$ cat src/rtl/mult_sched_pkg.sv
// Shared types for the multiplier round-robin scheduler: FSM states, response
// status codes and the operand/response bundles moved between client and multiplier.
package mult_sched_pkg;

    localparam int ARG_W = 16;
    localparam int RES_W = 32;

    typedef enum logic [1:0] {
        IDLE     = 2'd0,
        ISSUE    = 2'd1,
        WAIT_RDY = 2'd2,
        RESP     = 2'd3
    } sched_state_t;

    typedef enum logic [1:0] {
        ST_OK      = 2'b00,
        ST_PERR    = 2'b01,
        ST_TIMEOUT = 2'b10
    } sched_status_t;

    typedef struct packed {
        logic [ARG_W-1:0] a;
        logic             a_par;
        logic [ARG_W-1:0] b;
        logic             b_par;
    } mult_args_t;

    typedef struct packed {
        logic [RES_W-1:0] result;
        logic             parity;
        sched_status_t    status;
    } sched_resp_t;

    // Index width that stays legal (>=1 bit) for degenerate sizes.
    function automatic int idx_width(input int n);
        return (n > 1) ? $clog2(n) : 1;
    endfunction

endpackage

$ cat src/rtl/rr_arbiter.sv
// Combinational round-robin picker: grants the first active request at or after
// ptr, wrapping past N-1 back to 0.
module rr_arbiter #(
    parameter int N  = 4,
    parameter int IW = (N > 1) ? $clog2(N) : 1
) (
    input  logic [N-1:0]  req,
    input  logic [IW-1:0] ptr,
    output logic [N-1:0]  gnt,
    output logic [IW-1:0] idx,
    output logic          any
);

    int            s;
    logic [IW-1:0] cand;

    always_comb begin
        gnt  = '0;
        idx  = '0;
        any  = 1'b0;
        s    = 0;
        cand = '0;
        for (int k = 0; k < N; k++) begin
            s = int'(ptr) + k;
            if (s >= N) s = s - N;
            cand = s[IW-1:0];
            if (!any && req[cand]) begin
                any       = 1'b1;
                gnt[cand] = 1'b1;
                idx       = cand;
            end
        end
    end

endmodule

$ cat src/rtl/mult_rr_scheduler.sv
// Time-shares one signed 16x16 multiplier (req/ack/result_rdy handshake) among
// N_REQ requesters, round-robin, and returns each response to its owner.
module mult_rr_scheduler
    import mult_sched_pkg::*;
#(
    parameter int N_REQ   = 4,
    parameter int TIMEOUT = 64
) (
    input  logic                   clk,
    input  logic                   rst_n,
    input  logic [N_REQ-1:0]       rq_req,
    input  logic [ARG_W*N_REQ-1:0] rq_arg_a,
    input  logic [N_REQ-1:0]       rq_arg_a_parity,
    input  logic [ARG_W*N_REQ-1:0] rq_arg_b,
    input  logic [N_REQ-1:0]       rq_arg_b_parity,
    output logic [N_REQ-1:0]       rq_done,
    output logic [RES_W-1:0]       rq_result,
    output logic                   rq_result_parity,
    output logic [1:0]             rq_status,
    output logic                   mult_req,
    output logic [ARG_W-1:0]       mult_arg_a,
    output logic                   mult_arg_a_parity,
    output logic [ARG_W-1:0]       mult_arg_b,
    output logic                   mult_arg_b_parity,
    input  logic                   mult_ack,
    input  logic [RES_W-1:0]       mult_result,
    input  logic                   mult_result_parity,
    input  logic                   mult_result_rdy,
    input  logic                   mult_arg_parity_error
);

    localparam int IW = idx_width(N_REQ);
    localparam int CW = idx_width(TIMEOUT);

    logic [N_REQ-1:0][ARG_W-1:0] arg_a_v, arg_b_v;
    assign arg_a_v = rq_arg_a;
    assign arg_b_v = rq_arg_b;

    sched_state_t     state;
    logic [IW-1:0]    ptr, g;
    logic [N_REQ-1:0] gnt_q;
    logic [CW-1:0]    tmo_cnt;
    mult_args_t       args_q;
    sched_resp_t      resp_q, resp_d;
    logic             busy, tmo_hit, finish;

    logic [N_REQ-1:0] arb_gnt;
    logic [IW-1:0]    arb_idx;
    logic             arb_any;

    rr_arbiter #(.N(N_REQ), .IW(IW)) u_arb (
        .req (rq_req),
        .ptr (ptr),
        .gnt (arb_gnt),
        .idx (arb_idx),
        .any (arb_any)
    );

    assign busy    = (state == ISSUE) || (state == WAIT_RDY);
    assign tmo_hit = busy && (tmo_cnt == CW'(TIMEOUT - 1));

    // A result in WAIT_RDY beats a coincident timeout; ack+rdy together in ISSUE
    // counts as ack only, so the early rdy is ignored here.
    always_comb begin
        finish = 1'b0;
        resp_d = '0;
        if (state == WAIT_RDY && mult_result_rdy) begin
            finish        = 1'b1;
            resp_d.result = mult_result;
            resp_d.parity = mult_result_parity;
            resp_d.status = mult_arg_parity_error ? ST_PERR : ST_OK;
        end else if (tmo_hit) begin
            finish        = 1'b1;
            resp_d.status = ST_TIMEOUT;
        end
    end

    always_ff @(posedge clk or negedge rst_n) begin
        if (!rst_n) begin
            state    <= IDLE;
            ptr      <= '0;
            g        <= '0;
            gnt_q    <= '0;
            tmo_cnt  <= '0;
            args_q   <= '0;
            resp_q   <= '0;
            mult_req <= 1'b0;
            rq_done  <= '0;
        end else begin
            if (busy) tmo_cnt <= tmo_cnt + CW'(1);
            if (finish) begin
                mult_req <= 1'b0;
                resp_q   <= resp_d;
                rq_done  <= gnt_q;
                state    <= RESP;
            end else begin
                case (state)
                    IDLE: if (arb_any) begin
                        g            <= arb_idx;
                        gnt_q        <= arb_gnt;
                        args_q.a     <= arg_a_v[arb_idx];
                        args_q.a_par <= rq_arg_a_parity[arb_idx];
                        args_q.b     <= arg_b_v[arb_idx];
                        args_q.b_par <= rq_arg_b_parity[arb_idx];
                        tmo_cnt      <= '0;
                        mult_req     <= 1'b1;
                        state        <= ISSUE;
                    end
                    ISSUE: if (mult_ack) begin
                        mult_req <= 1'b0;
                        state    <= WAIT_RDY;
                    end
                    RESP: begin
                        rq_done <= '0;
                        ptr     <= (g == IW'(N_REQ - 1)) ? '0 : g + IW'(1);
                        state   <= IDLE;
                    end
                    default: ;
                endcase
            end
        end
    end

    assign mult_arg_a        = args_q.a;
    assign mult_arg_a_parity = args_q.a_par;
    assign mult_arg_b        = args_q.b;
    assign mult_arg_b_parity = args_q.b_par;
    assign rq_result         = resp_q.result;
    assign rq_result_parity  = resp_q.parity;
    assign rq_status         = resp_q.status;

endmodule

$ cat config.mk
export PLATFORM = sky130hd
export DESIGN_NAME = mult_rr_scheduler
export DESIGN_NICKNAME = d
export VERILOG_FILES = /design/src/rtl/mult_sched_pkg.sv /design/src/rtl/rr_arbiter.sv /design/src/rtl/mult_rr_scheduler.sv
export SDC_FILE = /design/constraint.sdc
export NUM_CORES = 1
export LEC_CHECK = 0
export BUFFER_PORTS_ARGS = -buffer_cell sky130_fd_sc_hd__buf_2
export CAP_MARGIN = 30
export CELL_PAD_IN_SITES_DETAIL_PLACEMENT = 1
export CELL_PAD_IN_SITES_GLOBAL_PLACEMENT = 1
export CORE_MARGIN = 1
export CORE_UTILIZATION = 37
export CTS_CLUSTER_DIAMETER = 40
export DETAILED_ROUTE_END_ITERATION = 7
export GPL_ROUTABILITY_DRIVEN = 0
export PLACE_DENSITY_LB_ADDON = 0.05
export SLEW_MARGIN = 20
export SYNTH_ARGS = -nofsm -noshare
export SYNTH_HDL_FRONTEND = slang
export SYNTH_HIERARCHICAL = 1
export SYNTH_SLANG_ARGS = --single-unit
$ cat constraint.sdc
create_clock -name clk -period 7.42 [get_ports clk]
set_input_delay 0.371 -clock clk [delete_from_list [all_inputs] [get_ports clk]]
set_output_delay 0.371 -clock clk [all_outputs]
set_load 0.005 [all_outputs]
# == Yosys cells after proc, flatten, opt, wreduce, memory -nomap -nowiden ==
# Index checks and enable logic that the tools add are counted.
# Widths: inputs -> output; s select.
# totals
ff_bits,90
elab_cells,129
# classes
magnitude_cmp,13
n_eq_ne,7
mux,61
bitwise,4
add_sub_neg,9
reduce_logical,21
# ops
cell,n
$bmux 16 s2,2
$mux 33,1
$mux 16,2
$mux 2,14
$mux 4,6
$mux 6,4
$mux 1,20
$lt 2x3->1 const B,5
$bmux 1 s2,6
$or 4x4->4,3
$ge 3x3->1 const B,3
$logic_and 1x1->1,9
$reduce_and 3->1,3
$demux 1 s2,4
$ge 2x1->1 const B,4
$sub 2x1->2 const B,4
$add 2x2->3 const B,2
$add 6x1->6 const B,1
$eq 2x2->1 const B,3
$eq 6x6->1 const B,1
$ne 3x3->1 const B,2
$pmux 2 s3,1
$reduce_bool 4->1,1
$add 2x1->3 const B,1
other kinds (11),13

# == Depth between registers and ports, before layout ==
# Gate-level depths: netlist of run 1.
# logic_depth
ltp_word,17
mapped_depth,12
mapped_depth_nobuf,8

# == Modules after synthesis ==
# Netlist of run 1, hierarchy kept.
# modules_own_cells
module,area_per_inst_um2,cells_per_inst,instances,seq_area_each_um2
mult_rr_scheduler,4498.1,351,1,2252.2
rr_arbiter,421.7,45,1,0.0

# == Worst setup path after synthesis of run 1 ==
# OpenSTA, ideal clock, no wires.
# synth_path
kind,register to register
start,register ptr[0]
end,"register args_q, in the netlist mult_arg_a[0]"
stages_incl_launch_ff,13
period_less_slack_ns,3.080
arrival_time_ns,2.955
slack_ns,4.340
cell_sequence,dfrtp_1 buf_6 inv_1 ha_1 mux4_2 buf_6 and2b_2 o21ai_0 o31ai_1 buf_4 buf_4 mux4_2 mux2_2
# synth_via
elab_chain_len,16
word_cells_on_any_way,40
cone_classes,add/sub (7); order compare (4); mux (22); reduce/logical (7)
# synth_rtl
item,line,rtl
start: declaration,mult_rr_scheduler.sv:40,"logic [IW-1:0] ptr, g;"
start signal: assignment,mult_rr_scheduler.sv:115,ptr <= (g == IW'(N_REQ - 1)) ? '0 : g + IW'(1);
"parallel branches: the longest is 13 deep, another holds $add 2x1->3",--,
$mux 2 (*),rr_arbiter.sv:27,if (!any && req[cand]) begin
via arb_idx[0],mult_rr_scheduler.sv:48,logic [IW-1:0] arb_idx;
$bmux 16 s2 (*),mult_rr_scheduler.sv:101,args_q.a <= arg_a_v[arb_idx];
$mux 16 (implied by the code) (*),mult_rr_scheduler.sv:101,
end: declaration,mult_rr_scheduler.sv:43,mult_args_t args_q;
# Mark *: on every way through the listed nets, which the timed path passes. The select of a mux whose other input is x is not followed.
# A chain may end at the register's enable or synchronous reset.

# == Worst setup path in the final report of run 1 ==
# layout_path
start,register ptr[0]
end,"register args_q, in the netlist mult_arg_a[11]"
# The elaborated chain is that of the path after synthesis.

==> flow_summary.toml, run 1 <==
[status]
status = "finished clean"

[worst_setup_path]
crit_required_ns = 7.64
rrSetupSlack_ns = 3.60
end_kind = "flip-flop"
critPathKind = "flip-flop to flip-flop"
arrival_ns = 4.04
start_kind = "flip-flop"
r2r_start = "ptr[0]$_DFFE_PN0P_"
startpoint = "ptr[0]$_DFFE_PN0P_"
worstPathMaxFanout = 35
reg2reg_depth = 9
cp-endpoint = "mult_arg_a[11]$_DFFE_PN0P_"
rr_endpoint = "mult_arg_a[11]$_DFFE_PN0P_"

[placed_design]
hpwl_mm = 11.0
io_buffer_count = 251

[die]
die_w_um = 117
io_pins = 252
start_util_pct = 38.5
die_h_um = 117
dieArea_sq_um = 13800
core_sq_um = 12800
num_rows = 41

[power_and_ir_drop]
p_total_mw = 3.02
ir_drop_mv = 0.198
power.density_nw_per_um2 = 454
power_leakage_nw = 3.23

[run]
cap_violations = 0

[detailed_routing]
drt_iter0_drc = 195
wl_per_cell_um = 17.8
drt_wl_total_mm = 14.5
ant_nets = 0
vias = 4170
drc = 0
first_pass_iters = 4
viasPerCell = 5.10

[synth]
yosysSeqAreaShare_pct = 45.8
synthArstFlopShare_pct = 100
synth_cell_types = 44
ys_top_cells_by_area = "dfrtp_1 46%, mux4_2 16%, mux2_2 9.8%"
syn_avg_cell_area_sq_um = 12.4
netlist_instances = 396
ys_ff_latch = 90
yosysWarnings = 6
synth_edf_count = 0
synth_flop_cell = "dfrtp_1"
synth_nets = 585
synth_area_sq_um = 4920
synth_top_area_share_pct = 45.8
synth_area_leader_cell = "dfrtp_1"

[clocking]
ctsHtreeMaxLevel = 3
clk_pin_slew_ns = 0.06
clock_latency_ns = 0.34
cts_tree = "yes"
cts_buffers = 9
root_buffer = "clkbuf_16"
cts_sinks = 90
holdBufCountCts = 1
cts_setup_buffers = 0
clock_path_buffers = 2
cts_resized = 0

[timing]
slew_violations = 0
fmax_mhz = 262
rsz0062_at_grt = "false"
fin_setup_tns_ns = 0
slew_headroom_pct = 52.0
setup_viol = 0
timing.final.crit_share_pct = 51.5
finalHoldViolCount = 0
worstMarginPinSlew_ns = 0.720
finClkSkew_ns = 0.00584
fin_crit_ns = 3.82

[global_routing]
met1_usage_pct = 27.1
grt_pass1_wl_mm = 24.5
gr-total-overflow = 0
grt_busiest_layer = "met2"
grt_util_met3_pct = 4.72
grt_start_max_net_pins = 57
antenna_found_initial = 2
grt_pass1_vias = 4744
grt_use_met2_pct = 39.0
grt.total_usage_pct = 22.8

[cells_and_area]
final_cell_mix = "250 x buf_2, 90 x dfrtp_1, 73 x nand2_1"
num-nets-final = 829
drive_above_1_share_pct = 55.7
syn_to_final_growth_pct = 34.9
final_common_cell = "buf_2"

[worst_hold_path]
hold_class = "primary input to flip-flop"
flip-flops by register name, indices dropped and copies added (netlist names):
register,count
ptr,2
state,2
g,2
tmo_cnt,6
mult_arg_b_parity,1
mult_arg_a,16
mult_arg_a_parity,1
rq_done,4
mult_arg_b,16
rq_result_parity,1
rq_status,2
gnt_q,4
rq_result,32
mult_req,1
worst max-delay path: stages, from the launching register on:
cell and delay [ns]:
dfrtp_1 0.71, inv_1 0.14, ha_1 0.39, mux4_2 0.45
and2b_2 0.31, o21ai_0 0.13, o31ai_4 0.10, buf_4 0.57
mux4_2 0.58, mux2_2 0.28
power breakdown:
group          switching, mW  total [mW]  internal (mW)
Clock                  0.187       0.474          0.286
Sequential             0.143       0.870          0.726
Combinational          0.752        1.67          0.919
Total                   1.08        3.02           1.93
synthesized netlist by cell type (2+ instances only):
library cell,n
mux4_1,2
o31ai_1,3
nand2b_1,2
nor2_1,12
a22oi_1,8
mux2i_1,3
buf_1,2
buf_6,7
nor3_1,2
mux2_1,4
nand4_1,2
nor2b_1,7
nand2_1,73
mux4_2,36
inv_1,5
and2_1,2
mux2_2,43
o21ai_0,39
o211ai_1,2
nand3_1,3
buf_4,4
ha_1,11
buf_2,2
dfrtp_1,90
xor2_1,3
clkbuf_1,11
logic make-up after synthesis:
family | after synthesis | share of synthesized area [%]
multiplexers | 88 | 28.9
XOR/XNOR | 4 | 0.712
AO/OA/AOI/OAI | 61 | 7.73
adder cells (fa/ha/maj) | 11 | 2.80
AND/OR/NAND/NOR | 111 | 10.3
flip-flops | 90 | 45.8
buffers and inverters | 31 | 3.79
cell type report:
class	count	area, sq um
clock inverters	2	35.0
repair buffers	259	1340
multi-input cells	275	2500
well taps	172	215
inverters	5	18.8
diodes	2	5.00
clock buffers	13	270
fillers	1436	6140
flip-flops and latches	90	2250
per-layer routing:
layer	vias up	part of all wire [%]
li1	1935	-
met1	2035	41
met4	0	2.5
met2	175	51
met3	25	5.7
met5	-	0
per-stage QoR:
step / hold slack (ns) / cell area [sq um] / utilization [%] / std cells / worst slack [ns]
after global routing: 0.238 / 6640 / 52.0 / 818 / 3.29
after detailed placement: 0.365 / 6290 / 49.2 / 799 / 3.57
after global placement: 0.357 / 6290 / 49.2 / 799 / 3.70
final: 0.229 / 6640 / 52.0 / 818 / 3.60
after floorplan: 0.0754 / 4920 / - / 396 / 4.34
after CTS: 0.220 / 6600 / 51.7 / 815 / 3.57
how the worst min path moves through the flow:
stage | from | to | depth (start not counted)
final | mult_result[22] | rq_result[22]$_DFFE_PN0P_ | 3
after global placement | rst_n | rq_result[0]$_DFFE_PN0P_ | 1
after floorplan | rst_n | g[0]$_DFFE_PN0P_ | 0
after global routing | mult_result[9] | rq_result[9]$_DFFE_PN0P_ | 3
after CTS | mult_result[22] | rq_result[22]$_DFFE_PN0P_ | 3
after detailed placement | rst_n | rq_result[0]$_DFFE_PN0P_ | 1
Note: power is estimated with default switching activity, not from simulation.
==> inputs of run 2 (changes only) <==
- CORE_UTILIZATION: 37 -> 31
- clock period: 7.42 -> 3.1 ns (I/O delays scaled with it)
==> flow_summary.toml, run 2 (synthesis results as in run 1) <==
[cells_and_area]
fin_area_sq_um = 6840
final_cell_mix = "250 x buf_2, 89 x dfrtp_1, 73 x nand2_1"
num-nets-final = 840
num-fill-cells = 1759
final_util_pct = 44.5
final_common_cell = "buf_2"
drive_above_1_share_pct = 56.7
largest_reg_flops = 32
syn_to_final_growth_pct = 39.1

[worst_setup_path]
worstPathMaxFanout = 17
reg2reg_depth = 9
critPathKind = "flip-flop to flip-flop"
crit_required_ns = 3.33
start_kind = "flip-flop"
r2r_start = "ptr[1]$_DFFE_PN0P_"
rr_endpoint = "mult_arg_b[8]$_DFFE_PN0P_"
rrSetupSlack_ns = 0.22
end_kind = "flip-flop"
arrival_ns = 3.11

[die]
die_w_um = 128
die_h_um = 128
num_rows = 45
core_sq_um = 15400
dieArea_sq_um = 16400
start_util_pct = 32.0
io_pins = 252

[clocking]
cts_tree = "yes"
root_buffer = "clkbuf_16"
cts_sinks = 90
clock_latency_ns = 0.34
ctsHtreeMaxLevel = 3
clk_pin_slew_ns = 0.07
cts_buffers = 9
clock_path_buffers = 2

[timing]
worstMarginPinSlew_ns = 0.632
finClkSkew_ns = 0.00821
fmax_mhz = 347
fin_crit_ns = 2.88
setup_viol = 0
slew_headroom_pct = 57.8
timing.final.crit_share_pct = 92.8
finalHoldViolCount = 0
slew_violations = 0
rsz0062_at_grt = "false"
fin_ws_ns = 0.222

[status]
status = "finished clean"

[worst_hold_path]
holdPathStages = 3
hold_class = "primary input to flip-flop"
hp-start = "mult_result[15]"
holdPathEnd = "rq_result[15]$_DFFE_PN0P_"

[global_routing]
grt.total_usage_pct = 19.3
grt_start_max_net_pins = 46
grt_pass1_wl_mm = 24.1
grt_pass1_vias = 4607
gr-total-overflow = 0
antenna_found_initial = 2

[run]
cap_violations = 0

[detailed_routing]
vias = 4230
drt_wl_total_mm = 15.1
viasPerCell = 4.87
ant_nets = 0
wl_met2_mm = 7.79
wl_per_cell_um = 17.4
drt_iter0_drc = 193
dr_wl_met3_um = 850
highest_layer = "met4"
first_pass_iters = 4
met1Wirelength_mm = 6.25
drc = 0

[placed_design]
placedInstanceArea_sq_um = 6480
hpwl_mm = 11.9
dp_slack_ns = -0.0545
io_buffer_count = 251

[power_and_ir_drop]
power_leakage_nw = 3.30
power.density_nw_per_um2 = 1110
ir_drop_mv = 0.469
[run 2: changes by cell type in the layout (fill, tap and decap cells not counted), sizes merged]
cell,delta
buf,+11
bufinv,+1
clkbuf,-2
clkinv,+1
clkinvlp,+1
[run 2: layout make-up]
cell class / instances / area (sq um) / area share (%)
antenna: 2 / 5.00 / 0.0731
clock buffer: 11 / 243 / 3.55
clock inverter: 5 / 77.6 / 1.13
inverter: 5 / 18.8 / 0.274
multi-input combinational: 275 / 2510 / 36.7
sequential: 90 / 2250 / 32.9
tap: 211 / 264 / 3.86
timing repair buffer: 270 / 1470 / 21.5
[run 2: worst max path at each step]
| stage | slack, ns | depth (start not counted) | from | endpoint |
|---|---|---|---|---|
| CTS | 0.04 | 10 | ptr[1]$_DFFE_PN0P_ | mult_arg_b[8]$_DFFE_PN0P_ |
| global route | 0.07 | 9 | ptr[1]$_DFFE_PN0P_ | mult_arg_b[8]$_DFFE_PN0P_ |
| finish | 0.22 | 9 | ptr[1]$_DFFE_PN0P_ | mult_arg_b[8]$_DFFE_PN0P_ |
| detailed placement | -0.05 | 8 | ptr[1]$_DFFE_PN0P_ | mult_arg_b[8]$_DFFE_PN0P_ |
| global placement | -0.09 | 8 | ptr[1]$_DFFE_PN0P_ | mult_arg_b[15]$_DFFE_PN0P_ |
| floorplan | 0.02 | 12 | ptr[0]$_DFFE_PN0P_ | mult_arg_a[0]$_DFFE_PN0P_ |
[run 2: power by group]
group / total, mW / switching (mW) / leakage, nW / internal [mW]
Clock: 1.19 / 0.467 / 0.156 / 0.726
Combinational: 4.35 / 1.90 / 2.03 / 2.45
Sequential: 2.04 / 0.297 / 1.11 / 1.74
[run 2: stage by stage]
stage | total power [mW] | cells | hold WS (ns) | TNS, ns
final | 7.58 | 869 | 0.0167 | 0
after global routing | 8.21 | 868 | 0.0184 | 0
after CTS | 7.66 | 866 | 0.00462 | 0
after detailed placement | 6.40 | 849 | 0.212 | -0.751
after global placement | 6.19 | 848 | 0.209 | -3.00
after floorplan | 5.02 | 396 | -0.141 | 0
[run 2: routing by layer]
| metal | track usage [%] | vias up |
|---|---|---|
| li1 | - | 1965 |
| met5 | 0 | - |
| met2 | 33.6 | 164 |
| met1 | 23.8 | 2089 |
| met3 | 3.96 | 12 |
| met4 | 6.37 | 0 |
[run 2: critical path, stage by stage (launching register included)]
cell     delay (ns)
dfrtp_2        0.41
inv_1          0.07
ha_1           0.34
mux4_2         0.39
and2b_2        0.30
o21ai_1        0.10
o31ai_4        0.11
buf_12         0.24
mux4_2         0.52
mux2_2         0.27
[run 2: timing repair]
item / CTS / global route
pin swaps: 0 / 1
setup endpoints to repair: 17 / 34
endpoints found under the hold margin: 43 / 0
buffers inserted: 0 / 1
hold buffers: 1 / 0
gates resized for setup: 1 / 2
==> inputs of run 3 (changes only) <==
- REMOVE_ABC_BUFFERS: default -> 1
==> flow_summary.toml, run 3 (synthesis results as in run 1) <==
[die]
io_pins = 252
dieArea_sq_um = 16400
die_w_um = 128
start_util_pct = 32.0
core_sq_um = 15400
die_h_um = 128
num_rows = 45

[detailed_routing]
highest_layer = "met5"
drc = 0
wl_met2_mm = 7.85
dr_wl_met3_mm = 1.30
wl_per_cell_um = 17.5
ant_nets = 0
drt_wl_total_mm = 15.4
met1Wirelength_mm = 5.93
viasPerCell = 4.86
vias = 4278
drt_iter0_drc = 85
first_pass_iters = 4

[placed_design]
placedCellCount = 853
hpwl_mm = 11.9
dp_slack_ns = 0.00706
io_buffer_count = 251

[clocking]
clock_path_buffers = 2
cts_sinks = 90
cts_tree = "yes"
cts_buffers = 9
clk_pin_slew_ns = 0.07
clock_latency_ns = 0.35
root_buffer = "clkbuf_16"
ctsHtreeMaxLevel = 3

[global_routing]
grt_start_max_net_pins = 49
grt_pass1_vias = 4650
grt_pass1_wl_mm = 24.2
grt.total_usage_pct = 19.4
antenna_found_initial = 4
gr-total-overflow = 0

[worst_setup_path]
reg2reg_depth = 11
start_kind = "flip-flop"
rrSetupSlack_ns = 0.15
arrival_ns = 3.19
rr_endpoint = "mult_arg_a[15]$_DFFE_PN0P_"
end_kind = "flip-flop"
crit_required_ns = 3.33
worstPathMaxFanout = 11
critPathKind = "flip-flop to flip-flop"
r2r_start = "ptr[1]$_DFFE_PN0P_"

[timing]
rsz0062_at_grt = "false"
setup_viol = 0
slew_headroom_pct = 54.1
slew_violations = 0
fin_crit_ns = 2.95
worstMarginPinSlew_ns = 0.687
finClkSkew_ns = 0.0100
finalHoldViolCount = 0
fin_ws_ns = 0.146
timing.final.crit_share_pct = 95.3
fmax_mhz = 339

[cells_and_area]
num-nets-final = 851
seqCellArea_sq_um = 2250
multi_input_area_sq_um = 2510
largest_reg_flops = 32
final_common_cell = "buf_2"
final_cells = 880
drive_above_1_share_pct = 56.8
num-fill-cells = 1765
syn_to_final_growth_pct = 41.2
final_cell_mix = "250 x buf_2, 90 x dfrtp_1, 73 x nand2_1"

[power_and_ir_drop]
ir_drop_mv = 0.536
power.density_nw_per_um2 = 1100
power.net_switching_mw = 2.76
power_leakage_nw = 3.35
seqPwrFrac_pct = 26.5
power.share.clock_pct = 14.2
p_sw_share_pct = 36.1
combPwrFrac_pct = 59.3
p_total_mw = 7.65
intPower_mw = 4.88

[worst_hold_path]
holdPathEnd = "rq_result[18]$_DFFE_PN0P_"
hold_class = "primary input to flip-flop"
holdPathStages = 3
hp-start = "mult_result[18]"

[run]
cap_violations = 0

[status]
status = "finished clean"
-- run 3: area by class of cell --
class,count,area share (%)
Inverter,5,0.270
Timing Repair Buffer,281,23.0
Tap cell,211,3.80
Antenna cell,2,0.0720
Clock buffer,11,3.64
Clock inverter,5,0.612
Sequential cell,90,32.4
Multi-Input combinational cell,275,36.2
-- run 3: routing by layer --
metal	up-vias	global-route usage, %
met5	-	0
met4	2	8.17
met2	163	33.6
li1	1992	-
met1	2100	21.8
met3	21	6.76
-- run 3: worst max-delay path by stage --
stage | cells after the start | slack, ns | end | start
3_3_place_gp | 10 | 0.1 | mult_arg_b[13]$_DFFE_PN0P_ | ptr[1]$_DFFE_PN0P_
2_1_floorplan | 8 | -3.92 | mult_arg_a[0]$_DFFE_PN0P_ | ptr[0]$_DFFE_PN0P_
6_report | 11 | 0.15 | mult_arg_a[15]$_DFFE_PN0P_ | ptr[1]$_DFFE_PN0P_
5_1_grt | 10 | 0.01 | mult_arg_b_parity$_DFFE_PN0P_ | ptr[1]$_DFFE_PN0P_
4_1_cts | 10 | 0.0002 | mult_arg_a[13]$_DFFE_PN0P_ | ptr[1]$_DFFE_PN0P_
3_5_place_dp | 10 | 0.007 | mult_arg_a[13]$_DFFE_PN0P_ | ptr[1]$_DFFE_PN0P_
-- run 3: per-stage QoR --
step	area [sq um]	util, %	setup TNS (ns)	hold slack, ns
CTS	6870	44.7	0	0.000693
global placement	6490	42.2	0	0.237
finish	6950	45.2	0	0.0147
detailed placement	6500	42.3	0	0.241
global route	6940	45.2	0	0.0123
floorplan	4750	-	-137.30	-0.141
-- run 3: repair_timing --
action	CTS	global route
setup buffers	0	1
endpoints found under the hold margin	53	0
hold buffers	7	0
endpoints found under the setup margin	0	33
resized for setup	0	6
-- run 3: power by group through the flow --
stage	clock network, mW	registers [mW]	logic [mW]
finish	1.09	2.03	4.53
CTS	1.13	2.04	4.41
detailed placement	0	2.05	4.39
floorplan	0	2.10	2.78
global route	1.17	2.10	5.00
global placement	0	2.03	4.25
-- run 3: worst max-delay path: stages (launching register included) --
cell       delay, ns
dfrtp_1         0.39
inv_1           0.10
ha_4            0.29
mux4_2          0.30
buf_4           0.19
and2b_2         0.26
o21ai_1         0.10
o31ai_4         0.08
buf_12          0.17
clkbuf_16       0.18
mux4_2          0.50
mux2_2          0.28
